$ cat config.mk
export PLATFORM = sky130hd
export DESIGN_NAME = td4_regfile_flat
export DESIGN_NICKNAME = d
export VERILOG_FILES = /design/src/rtl/td4_regfile_pkg.sv /design/src/rtl/td4_regfile_if.sv /design/src/rtl/td4_regfile_pc.sv /design/src/rtl/td4_regfile.sv /design/src/flat_wrapper.sv
export SDC_FILE = /design/constraint.sdc
export NUM_CORES = 1
export LEC_CHECK = 0
export CAP_MARGIN = 20
export CORE_MARGIN = 4
export CORE_UTILIZATION = 40
export CTS_BUF_LIST = sky130_fd_sc_hd__clkbuf_8
export CTS_CLUSTER_SIZE = 8
export DETAILED_ROUTE_END_ITERATION = 10
export PLACE_DENSITY = 0.85
export REMOVE_ABC_BUFFERS = 1
export SLEW_MARGIN = 10
export SYNTH_ARGS = -nofsm -noshare
export SYNTH_HDL_FRONTEND = slang
export SYNTH_SLANG_ARGS = --single-unit
$ cat constraint.sdc
create_clock -name CLK -period 1.4 [get_ports CLK]
set_input_delay 0.21 -clock CLK [delete_from_list [all_inputs] [get_ports CLK]]
set_output_delay 0.21 -clock CLK [all_outputs]
set_load 0.05 [all_outputs]
$ cat src/rtl/td4_regfile_pkg.sv
// td4_pkg: shared definitions for the TD4 architectural state block.
//   - default widths (data, PC, register count)
//   - register index constants (A, B)
//   - flag bundle typedef (carry, zero)
//   - td4_aw(): index width for a register count (at least 1 bit)
package td4_pkg;

    localparam int TD4_WIDTH    = 4;
    localparam int TD4_PC_WIDTH = 4;
    localparam int TD4_NREGS    = 2;

    localparam int REG_A = 0;
    localparam int REG_B = 1;

    typedef struct packed {
        logic carry;
        logic zero;
    } td4_flags_t;

    function automatic int td4_aw(input int n);
        return (n > 1) ? $clog2(n) : 1;
    endfunction

endpackage

$ cat src/rtl/td4_regfile_if.sv
// td4_regfile_if: decoder/ALU <-> register bank bus.
//   master: EN, WE, WADDR, WDATA, RADDR_A/B, PC_LOAD, PC_DATA, FLAG_WE, CARRY_IN out;
//           RDATA_A/B, PC_OUT, CARRY_OUT, NCARRY_OUT (ZERO_OUT) in.
//   slave : the mirror image.
// Optional macro TD4_ZERO_FLAG_EN adds ZERO_OUT.
interface td4_regfile_if
    import td4_pkg::*;
#(
    parameter int WIDTH    = TD4_WIDTH,
    parameter int NREGS    = TD4_NREGS,
    parameter int PC_WIDTH = TD4_PC_WIDTH
);
    localparam int AW = td4_aw(NREGS);

    logic                EN;
    logic                WE;
    logic [AW-1:0]       WADDR;
    logic [WIDTH-1:0]    WDATA;
    logic [AW-1:0]       RADDR_A;
    logic [AW-1:0]       RADDR_B;
    logic [WIDTH-1:0]    RDATA_A;
    logic [WIDTH-1:0]    RDATA_B;
    logic                PC_LOAD;
    logic [PC_WIDTH-1:0] PC_DATA;
    logic                FLAG_WE;
    logic                CARRY_IN;
    logic [PC_WIDTH-1:0] PC_OUT;
    logic                CARRY_OUT;
    logic                NCARRY_OUT;
`ifdef TD4_ZERO_FLAG_EN
    logic                ZERO_OUT;
`endif

    modport master (
        output EN, WE, WADDR, WDATA, RADDR_A, RADDR_B, PC_LOAD, PC_DATA, FLAG_WE, CARRY_IN,
        input  RDATA_A, RDATA_B, PC_OUT, CARRY_OUT, NCARRY_OUT
`ifdef TD4_ZERO_FLAG_EN
        , input ZERO_OUT
`endif
    );

    modport slave (
        input  EN, WE, WADDR, WDATA, RADDR_A, RADDR_B, PC_LOAD, PC_DATA, FLAG_WE, CARRY_IN,
        output RDATA_A, RDATA_B, PC_OUT, CARRY_OUT, NCARRY_OUT
`ifdef TD4_ZERO_FLAG_EN
        , output ZERO_OUT
`endif
    );

endinterface

$ cat src/rtl/td4_regfile_pc.sv
// td4_pc: program counter.
//   clk/clr : clock, synchronous active-high clear
//   en      : clock enable, 0 holds the count
//   load    : take data instead of incrementing
//   data    : jump target
//   pc      : registered program counter (wraps modulo 2**PC_WIDTH)
module td4_pc #(
    parameter int PC_WIDTH = 4
) (
    input  logic                clk,
    input  logic                clr,
    input  logic                en,
    input  logic                load,
    input  logic [PC_WIDTH-1:0] data,
    output logic [PC_WIDTH-1:0] pc
);
    logic [PC_WIDTH-1:0] pc_q, pc_d;

    always_comb begin
        pc_d = pc_q;
        if (en) begin
            pc_d = load ? data : pc_q + PC_WIDTH'(1);
        end
    end

    always_ff @(posedge clk) begin
        if (clr) pc_q <= '0;
        else     pc_q <= pc_d;
    end

    assign pc = pc_q;

endmodule

$ cat src/rtl/td4_regfile.sv
// td4_regfile: TD4 architectural state (general registers, PC, carry/zero flags).
//   CLK, CLR : clock, synchronous active-high reset (overrides everything)
//   bus      : td4_regfile_if.slave -- write port, two combinational read ports,
//              PC load/increment, flag update, registered PC and flag outputs.
// Optional macro TD4_ZERO_FLAG_EN adds the zero flag register and ZERO_OUT.
module td4_regfile
    import td4_pkg::*;
#(
    parameter int WIDTH    = TD4_WIDTH,
    parameter int NREGS    = TD4_NREGS,
    parameter int PC_WIDTH = TD4_PC_WIDTH
) (
    input  logic          CLK,
    input  logic          CLR,
    td4_regfile_if.slave  bus
);
    localparam int        AW      = td4_aw(NREGS);
    // Index range check is done one bit wider so NREGS == 2**AW compares cleanly.
    localparam logic [AW:0] NREGS_W = (AW+1)'(NREGS);

    logic [NREGS-1:0][WIDTH-1:0] regs_q, regs_d;
    logic                        carry_w;

    always_comb begin
        regs_d = regs_q;
        if (bus.EN && bus.WE && ({1'b0, bus.WADDR} < NREGS_W)) begin
            regs_d[bus.WADDR] = bus.WDATA;
        end
    end

    always_ff @(posedge CLK) begin
        if (CLR) regs_q <= '0;
        else     regs_q <= regs_d;
    end

    // No bypass: reads always see the pre-edge contents.
    assign bus.RDATA_A = ({1'b0, bus.RADDR_A} < NREGS_W) ? regs_q[bus.RADDR_A] : '0;
    assign bus.RDATA_B = ({1'b0, bus.RADDR_B} < NREGS_W) ? regs_q[bus.RADDR_B] : '0;

`ifdef TD4_ZERO_FLAG_EN
    td4_flags_t flags_q, flags_d;

    always_comb begin
        flags_d = flags_q;
        if (bus.EN && bus.FLAG_WE) begin
            flags_d.carry = bus.CARRY_IN;
            flags_d.zero  = (bus.WDATA == '0);
        end
    end

    always_ff @(posedge CLK) begin
        if (CLR) flags_q <= '0;
        else     flags_q <= flags_d;
    end

    assign carry_w      = flags_q.carry;
    assign bus.ZERO_OUT = flags_q.zero;
`else
    logic carry_q, carry_d;

    always_comb begin
        carry_d = carry_q;
        if (bus.EN && bus.FLAG_WE) carry_d = bus.CARRY_IN;
    end

    always_ff @(posedge CLK) begin
        if (CLR) carry_q <= 1'b0;
        else     carry_q <= carry_d;
    end

    assign carry_w = carry_q;
`endif

    assign bus.CARRY_OUT  = carry_w;
    assign bus.NCARRY_OUT = ~carry_w;

    td4_pc #(.PC_WIDTH(PC_WIDTH)) u_pc (
        .clk  (CLK),
        .clr  (CLR),
        .en   (bus.EN),
        .load (bus.PC_LOAD),
        .data (bus.PC_DATA),
        .pc   (bus.PC_OUT)
    );

endmodule

$ cat src/flat_wrapper.sv
// flat-port wrapper written by rule: the top's interface ports become plain ports
module td4_regfile_flat import td4_pkg::*;
#(
    parameter int WIDTH    = TD4_WIDTH,
    parameter int NREGS    = TD4_NREGS,
    parameter int PC_WIDTH = TD4_PC_WIDTH
)
  (CLK, CLR, bus_EN, bus_WE, bus_WADDR, bus_WDATA, bus_RADDR_A, bus_RADDR_B, bus_PC_LOAD, bus_PC_DATA, bus_FLAG_WE, bus_CARRY_IN, bus_RDATA_A, bus_RDATA_B, bus_PC_OUT, bus_CARRY_OUT, bus_NCARRY_OUT);
  td4_regfile_if #(.WIDTH(WIDTH), .NREGS(NREGS), .PC_WIDTH(PC_WIDTH)) bus_i ();
  input  logic CLK;
  input  logic CLR;
  input wire logic [$bits(bus_i.EN)-1:0] bus_EN;
  input wire logic [$bits(bus_i.WE)-1:0] bus_WE;
  input wire logic [$bits(bus_i.WADDR)-1:0] bus_WADDR;
  input wire logic [$bits(bus_i.WDATA)-1:0] bus_WDATA;
  input wire logic [$bits(bus_i.RADDR_A)-1:0] bus_RADDR_A;
  input wire logic [$bits(bus_i.RADDR_B)-1:0] bus_RADDR_B;
  input wire logic [$bits(bus_i.PC_LOAD)-1:0] bus_PC_LOAD;
  input wire logic [$bits(bus_i.PC_DATA)-1:0] bus_PC_DATA;
  input wire logic [$bits(bus_i.FLAG_WE)-1:0] bus_FLAG_WE;
  input wire logic [$bits(bus_i.CARRY_IN)-1:0] bus_CARRY_IN;
  output wire logic [$bits(bus_i.RDATA_A)-1:0] bus_RDATA_A;
  output wire logic [$bits(bus_i.RDATA_B)-1:0] bus_RDATA_B;
  output wire logic [$bits(bus_i.PC_OUT)-1:0] bus_PC_OUT;
  output wire logic [$bits(bus_i.CARRY_OUT)-1:0] bus_CARRY_OUT;
  output wire logic [$bits(bus_i.NCARRY_OUT)-1:0] bus_NCARRY_OUT;
  assign bus_i.EN = bus_EN;
  assign bus_i.WE = bus_WE;
  assign bus_i.WADDR = bus_WADDR;
  assign bus_i.WDATA = bus_WDATA;
  assign bus_i.RADDR_A = bus_RADDR_A;
  assign bus_i.RADDR_B = bus_RADDR_B;
  assign bus_i.PC_LOAD = bus_PC_LOAD;
  assign bus_i.PC_DATA = bus_PC_DATA;
  assign bus_i.FLAG_WE = bus_FLAG_WE;
  assign bus_i.CARRY_IN = bus_CARRY_IN;
  assign bus_RDATA_A = bus_i.RDATA_A;
  assign bus_RDATA_B = bus_i.RDATA_B;
  assign bus_PC_OUT = bus_i.PC_OUT;
  assign bus_CARRY_OUT = bus_i.CARRY_OUT;
  assign bus_NCARRY_OUT = bus_i.NCARRY_OUT;
  td4_regfile #(.WIDTH(WIDTH), .NREGS(NREGS), .PC_WIDTH(PC_WIDTH)) u_core (.CLK(CLK), .CLR(CLR), .bus(bus_i));
endmodule
==> flow_summary.ini, run 1 <==
[critical_path]
cp-startpoint = bus_RADDR_B
arrival_ns = 1.08
critPathCaptureType = primary output
worst-path-max-fanout = 4
rrSetupSlack_ns = 0.24
r2r-end = u_core.u_pc.pc[2]
worstSetupStartpointType = input port
critical_path_class = input port to primary output
r2r_start = u_core.u_pc.pc[0]
required_ns = 1.19
worstSetupEndpoint = bus_RDATA_B[3]
rr_worst_depth = 5

[power]
swShare = 0.280
power.internal_mw = 0.717
comb_power_share = 0.272
pwr-share-seq = 0.403
worst_ir_drop_vdd_uv = 907
power_mw = 0.996
p_switching_mw = 0.279
p_clk_frac = 0.325
p_leak_nw = 0.508
powerDensity_nw_per_um2 = 921

[floorplan]
die-area_um2 = 2310
rows = 14
die_w_um = 48.1
core_um2 = 1510
die_h_um = 48.1
start_util = 0.427
io_pins = 32

[logic_synthesis]
syn_area_um2 = 643
netlist_instances = 67
synth_top_area_cell = dfxtp_1
synth_seq_cells = 13
synth_warnings = 0
synth_area_leaders = dfxtp_1, mux2i_1, mux2_2, nor2_1, a21oi_1
synth_top_cell_area_share = 0.405
yosysSeqAreaShare = 0.405
avgSynthCellArea_um2 = 9.60
synth.distinct_cells = 20

[run_status]
outcome = completed

[grt]
grt_overflow = 0
grt_pass1_wl_mm = 2.55
grt_pass1_vias = 614
grt_usage = 0.158
antenna_found_initial = 0
grt_max_degree = 14

[finish]
antenna_cells = 0
n_fill_cell = 105
final_common_cell = clkdlybuf4s50_1
drive_gt1_frac = 0.305
syn2layout_area_growth_pct = 68.1
nets = 125
layout_common_cells = clkdlybuf4s50_1, buf_4, dfxtp_1

[timing]
fin_tns_setup_ns = 0
slew_headroom = 0.676
maxSlewViolCount = 0
finalClockSkew_ns = 0.00220
clock.fmax_mhz = 776
worst_slack_ns = 0.112
setup_violations = 0
rsz0062_at_grt = false
period_needed_ns = 1.29
final.period_utilization = 0.920
finalHoldViolations = 0
worst_slew_pin_slew_ns = 0.485

[drt]
vias = 623
wl_per_cell_um = 14.3
wirelength_mm = 1.73
antenna_left = 0
vias_per_cell = 5.15
drc_errors = 0
first_pass_iters = 4
drtIter0Drc = 5

[placement]
io_buffers = 31
gp_congestion = 0.753
preCtsSetupSlack_ns = -0.160

[cts]
cts_made_buffers = 3
ctsLongestPathBuffers = 2
cts_max_level = 1
cts_hold_buf = 0
cts_tree = done
clock_latency_ns = 0.24
cts_setup_buffers = 0
clk_pin_slew_ns = 0.05
clockRootBuffer = clkbuf_8
clock_sinks = 13

[worst_hold_path]
hold_class = flip-flop to flip-flop

[job]
cap_violations = 0
==> kinds of logic after synthesis <==
family                   Yosys count  synth area share
AND/OR/NAND/NOR                   23             0.177
buffers and inverters              4            0.0369
flip-flops                        13             0.405
multiplexers                      17             0.280
adder cells (fa/ha/maj)            1            0.0195
AO/OA/AOI/OAI                      9            0.0817
==> final cells by class <==
type                       count  area, µm²  area share
inverter                       1       3.75     0.00347
sequential                    13        260       0.241
tap                           16       20.0      0.0185
timing repair buffer          37        393       0.363
multi-input combinational     50        359       0.332
clock inverter                 1       3.75     0.00347
clock buffer                   3       41.3      0.0382
==> registers in the layout (all words and copies together) (netlist names) <==
name,flops
u_core.regs_q,8
u_core.bus.CARRY_OUT,1
u_core.u_pc.pc,4
==> worst max-delay path: stages <==
cell and delay (ns):
dlygate4sd2_1 0.30, mux2_2 0.37, buf_4 0.19
==> what timing repair did <==
item	4_1_cts	5_1_grt
resized for setup	2	0
endpoints found under the setup margin	8	0
hold endpoints to repair	0	0
==> metal layers <==
layer  routed length (µm)  up-vias  global-route usage
met1                  667      294               0.179
li1                     -      317                   -
met3                   76        0              0.0480
met5                    0        -                   0
met4                    0        0              0.0161
met2                  984       12               0.298
==> worst min path at each step <==
stage | from | to | slack (ns) | cells past startpoint
floorplan | CLR | u_core.bus.CARRY_OUT | 0.28 | 1
global placement | u_core.bus.CARRY_OUT | u_core.bus.CARRY_OUT | 0.50 | 2
detailed placement | u_core.regs_q[6] | u_core.regs_q[6] | 0.51 | 2
CTS | u_core.bus.CARRY_OUT | u_core.bus.CARRY_OUT | 0.53 | 2
global route | bus_CARRY_IN | u_core.bus.CARRY_OUT | 0.54 | 3
finish | u_core.bus.CARRY_OUT | u_core.bus.CARRY_OUT | 0.53 | 2
==> power groups by stage <==
| stage | logic (mW) | registers, mW | clock network, mW |
|---|---|---|---|
| finish | 0.271 | 0.401 | 0.323 |
| global route | 0.288 | 0.402 | 0.350 |
| CTS | 0.273 | 0.401 | 0.332 |
| detailed placement | 0.274 | 0.408 | 0 |
| global placement | 0.267 | 0.407 | 0 |
| floorplan | 0.0891 | 0.439 | 0 |
==> per-stage QoR <==
step	cell area [µm²]	instances	utilization	hold WS (ns)
after floorplan	623	64	-	0.279
after global placement	1040	117	0.689	0.501
after detailed placement	1040	117	0.689	0.511
after CTS	1080	121	0.718	0.529
after global routing	1080	121	0.718	0.538
final	1080	121	0.718	0.528
==> cells in the mapped netlist <==
library cell / count
nand3b_1: 2
nor3b_1: 1
inv_1: 1
nor2_1: 11
ha_1: 1
mux2_2: 8
and2_2: 1
mux2i_1: 9
or4b_1: 1
nand3_1: 3
nor2b_1: 1
a31oi_1: 2
clkbuf_1: 1
buf_6: 1
buf_2: 1
o21ai_0: 2
a211oi_1: 2
a21oi_1: 3
nand2_1: 3
dfxtp_1: 13
(Power assumes the default switching activity.)
==> run 2, diff against run 1 <==
--- a/config.mk
+++ b/config.mk
@@ -13,6 +13,7 @@
 export DETAILED_ROUTE_END_ITERATION = 10
 export PLACE_DENSITY = 0.85
 export REMOVE_ABC_BUFFERS = 1
+export SKIP_LAST_GASP = 1
 export SLEW_MARGIN = 10
 export SYNTH_ARGS = -nofsm -noshare
 export SYNTH_HDL_FRONTEND = slang
==> results of run 2 <==
Final layout, timing and power as in run 1 (identical DEF).
==> run 3, diff against run 2 <==
--- a/config.mk
+++ b/config.mk
@@ -5,13 +5,13 @@
 export SDC_FILE = /design/constraint.sdc
 export NUM_CORES = 1
 export LEC_CHECK = 0
-export CAP_MARGIN = 20
+export CORE_ASPECT_RATIO = 1.25
 export CORE_MARGIN = 4
-export CORE_UTILIZATION = 40
+export CORE_UTILIZATION = 35
 export CTS_BUF_LIST = sky130_fd_sc_hd__clkbuf_8
 export CTS_CLUSTER_SIZE = 8
 export DETAILED_ROUTE_END_ITERATION = 10
-export PLACE_DENSITY = 0.85
+export PLACE_DENSITY = 0.76
 export REMOVE_ABC_BUFFERS = 1
 export SKIP_LAST_GASP = 1
 export SLEW_MARGIN = 10
==> run 3 against run 2 <==
  * Non-clock buffer count unchanged
  * Hold slack got worse by 0.019 ns
  * Via count shrank 0.96%
  * Critical path type unchanged
  * Clock skew fell by 0.00078 ns
  * Sequential power about the same
  * Worst setup slack gained 0.017 ns
  * Cell count is 2.5% higher
  * Flip-flop and latch count is the same
  * Total power decreased by 0.91%
  * Die area increased by 12%
  * Wire length is 7.3% lower
  * Global-route usage fell by 2.0 points
  * Largest cell class unchanged
==> flow_summary.ini, run 3 (synthesis gave the netlist of run 1 again) <==
[critical_path]
critPathMaxStageDelay_ns = 0.36
critical_path_class = input port to primary output
arrival_ns = 1.06
required_ns = 1.19
critPathCaptureType = primary output
r2r_start = u_core.u_pc.pc[0]
slowest_stage = mux2_2
crit_chain = dlygate4sd2_1 > mux2_2 > buf_4
worstSetupStartpointType = input port
r2r-end = u_core.u_pc.pc[2]
worst-path-max-fanout = 4
rr_worst_depth = 5
rrSetupSlack_ns = 0.24

[cts]
clock_latency_ns = 0.24
cts_made_buffers = 3
cts_hold_buf = 0
ctsLongestPathBuffers = 2
clock_sinks = 13
clk_pin_slew_ns = 0.05
cts_setup_buffers = 0
clockRootBuffer = clkbuf_8
cts_tree = done
cts_max_level = 1

[timing]
hold_ws_ns = 0.509
rsz0062_at_grt = false
worst_slack_ns = 0.129
worst_slew_pin_slew_ns = 0.484
final.period_utilization = 0.908
period_needed_ns = 1.27
setup_violations = 0
slew_headroom = 0.677
finalClockSkew_ns = 0.00142
maxSlewViolCount = 0
clock.fmax_mhz = 786
fin_tns_setup_ns = 0
finalHoldViolations = 0

[power]
powerDensity_nw_per_um2 = 909
worst_ir_drop_vdd_uv = 467
p_leak_nw = 0.508
power_mw = 0.986

[drt]
wirelength_mm = 1.60
drtIter0Drc = 5
antenna_left = 0
vias_per_cell = 4.98
first_pass_iters = 4
vias = 617
drc_errors = 0
wl_per_cell_um = 12.9

[grt]
use_met3 = 0.0453
grt_usage = 0.138
grt.busiest_layer = met2
grt_pass1_vias = 646
globalRouteMet2Util = 0.211
grtUsageMet1 = 0.174
grt_overflow = 0
grt_max_degree = 14
antenna_found_initial = 0
grt_pass1_wl_mm = 2.70

[worst_hold_path]
hold_path_end = u_core.bus.CARRY_OUT
hp-start = u_core.bus.CARRY_OUT
holdPathStages = 2
hold_class = flip-flop to flip-flop

[finish]
top_register = u_core.regs_q
drive_gt1_frac = 0.305
syn2layout_area_growth_pct = 68.7
nets = 125
largest_reg_flops = 8
fin_util = 0.614
layout_common_cells = clkdlybuf4s50_1, buf_4, dfxtp_1
antenna_cells = 0
final_common_cell = clkdlybuf4s50_1

[floorplan]
rows = 17
die-area_um2 = 2590
core_um2 = 1770
die_w_um = 46.3
die_h_um = 55.9
start_util = 0.364
io_pins = 32

[placement]
preCtsSetupSlack_ns = -0.132
hpwl_mm = 1.28
io_buffers = 31
gp_congestion = 0.758

[job]
cap_violations = 0

[run_status]
outcome = completed
run 3: timing repair:
| action | 4_1_cts | 5_1_grt |
|---|---|---|
| endpoints found under the setup margin | 8 | 0 |
| hold endpoints to repair | 0 | 0 |
| gates resized for setup | 2 | 0 |
run 3: worst max-delay path by stage:
stage                       from                end  slack (ns)
2_1_floorplan  u_core.u_pc.pc[0]  u_core.u_pc.pc[3]       -0.08
3_3_place_gp         bus_RADDR_A     bus_RDATA_A[1]       -0.12
3_5_place_dp         bus_RADDR_B     bus_RDATA_B[0]       -0.13
4_1_cts              bus_RADDR_B     bus_RDATA_B[0]        0.12
5_1_grt                   bus_EN   u_core.regs_q[4]        0.08
6_report             bus_RADDR_B     bus_RDATA_B[0]        0.13
run 3: area by class of cell:
| class | instances | area, µm² |
|---|---|---|
| clock inverters | 1 | 3.75 |
| fillers | 161 | 681 |
| multi-input cells | 50 | 359 |
| clock buffers | 3 | 41.3 |
| inverters | 1 | 3.75 |
| flip-flops and latches | 13 | 260 |
| repair buffers | 37 | 393 |
| well taps | 19 | 23.8 |
run 3: through the flow:
stage                     cells  area [µm²]
after floorplan              64         623
final                       124        1080
after detailed placement    120        1040
after global routing        124        1080
after CTS                   124        1080
after global placement      120        1040
run 3: report_power, final:
group	total, mW	switching [mW]	internal (mW)
clock network	0.317	0.124	0.193
logic	0.268	0.133	0.136
registers	0.401	0.0131	0.388
total	0.986	0.270	0.716
run 3: worst max-delay path, delay by kind of cell:
family                 cells  cell delay [ns]
buffers and inverters      2             0.49
multiplexers               1             0.36
run 3: routing by layer:
layer  part of all wire  vias to the layer above
li1                   -                      314
met1               0.41                      278
met2               0.49                       25
met3               0.10                        0
met4                  0                        0
met5                  0                        -
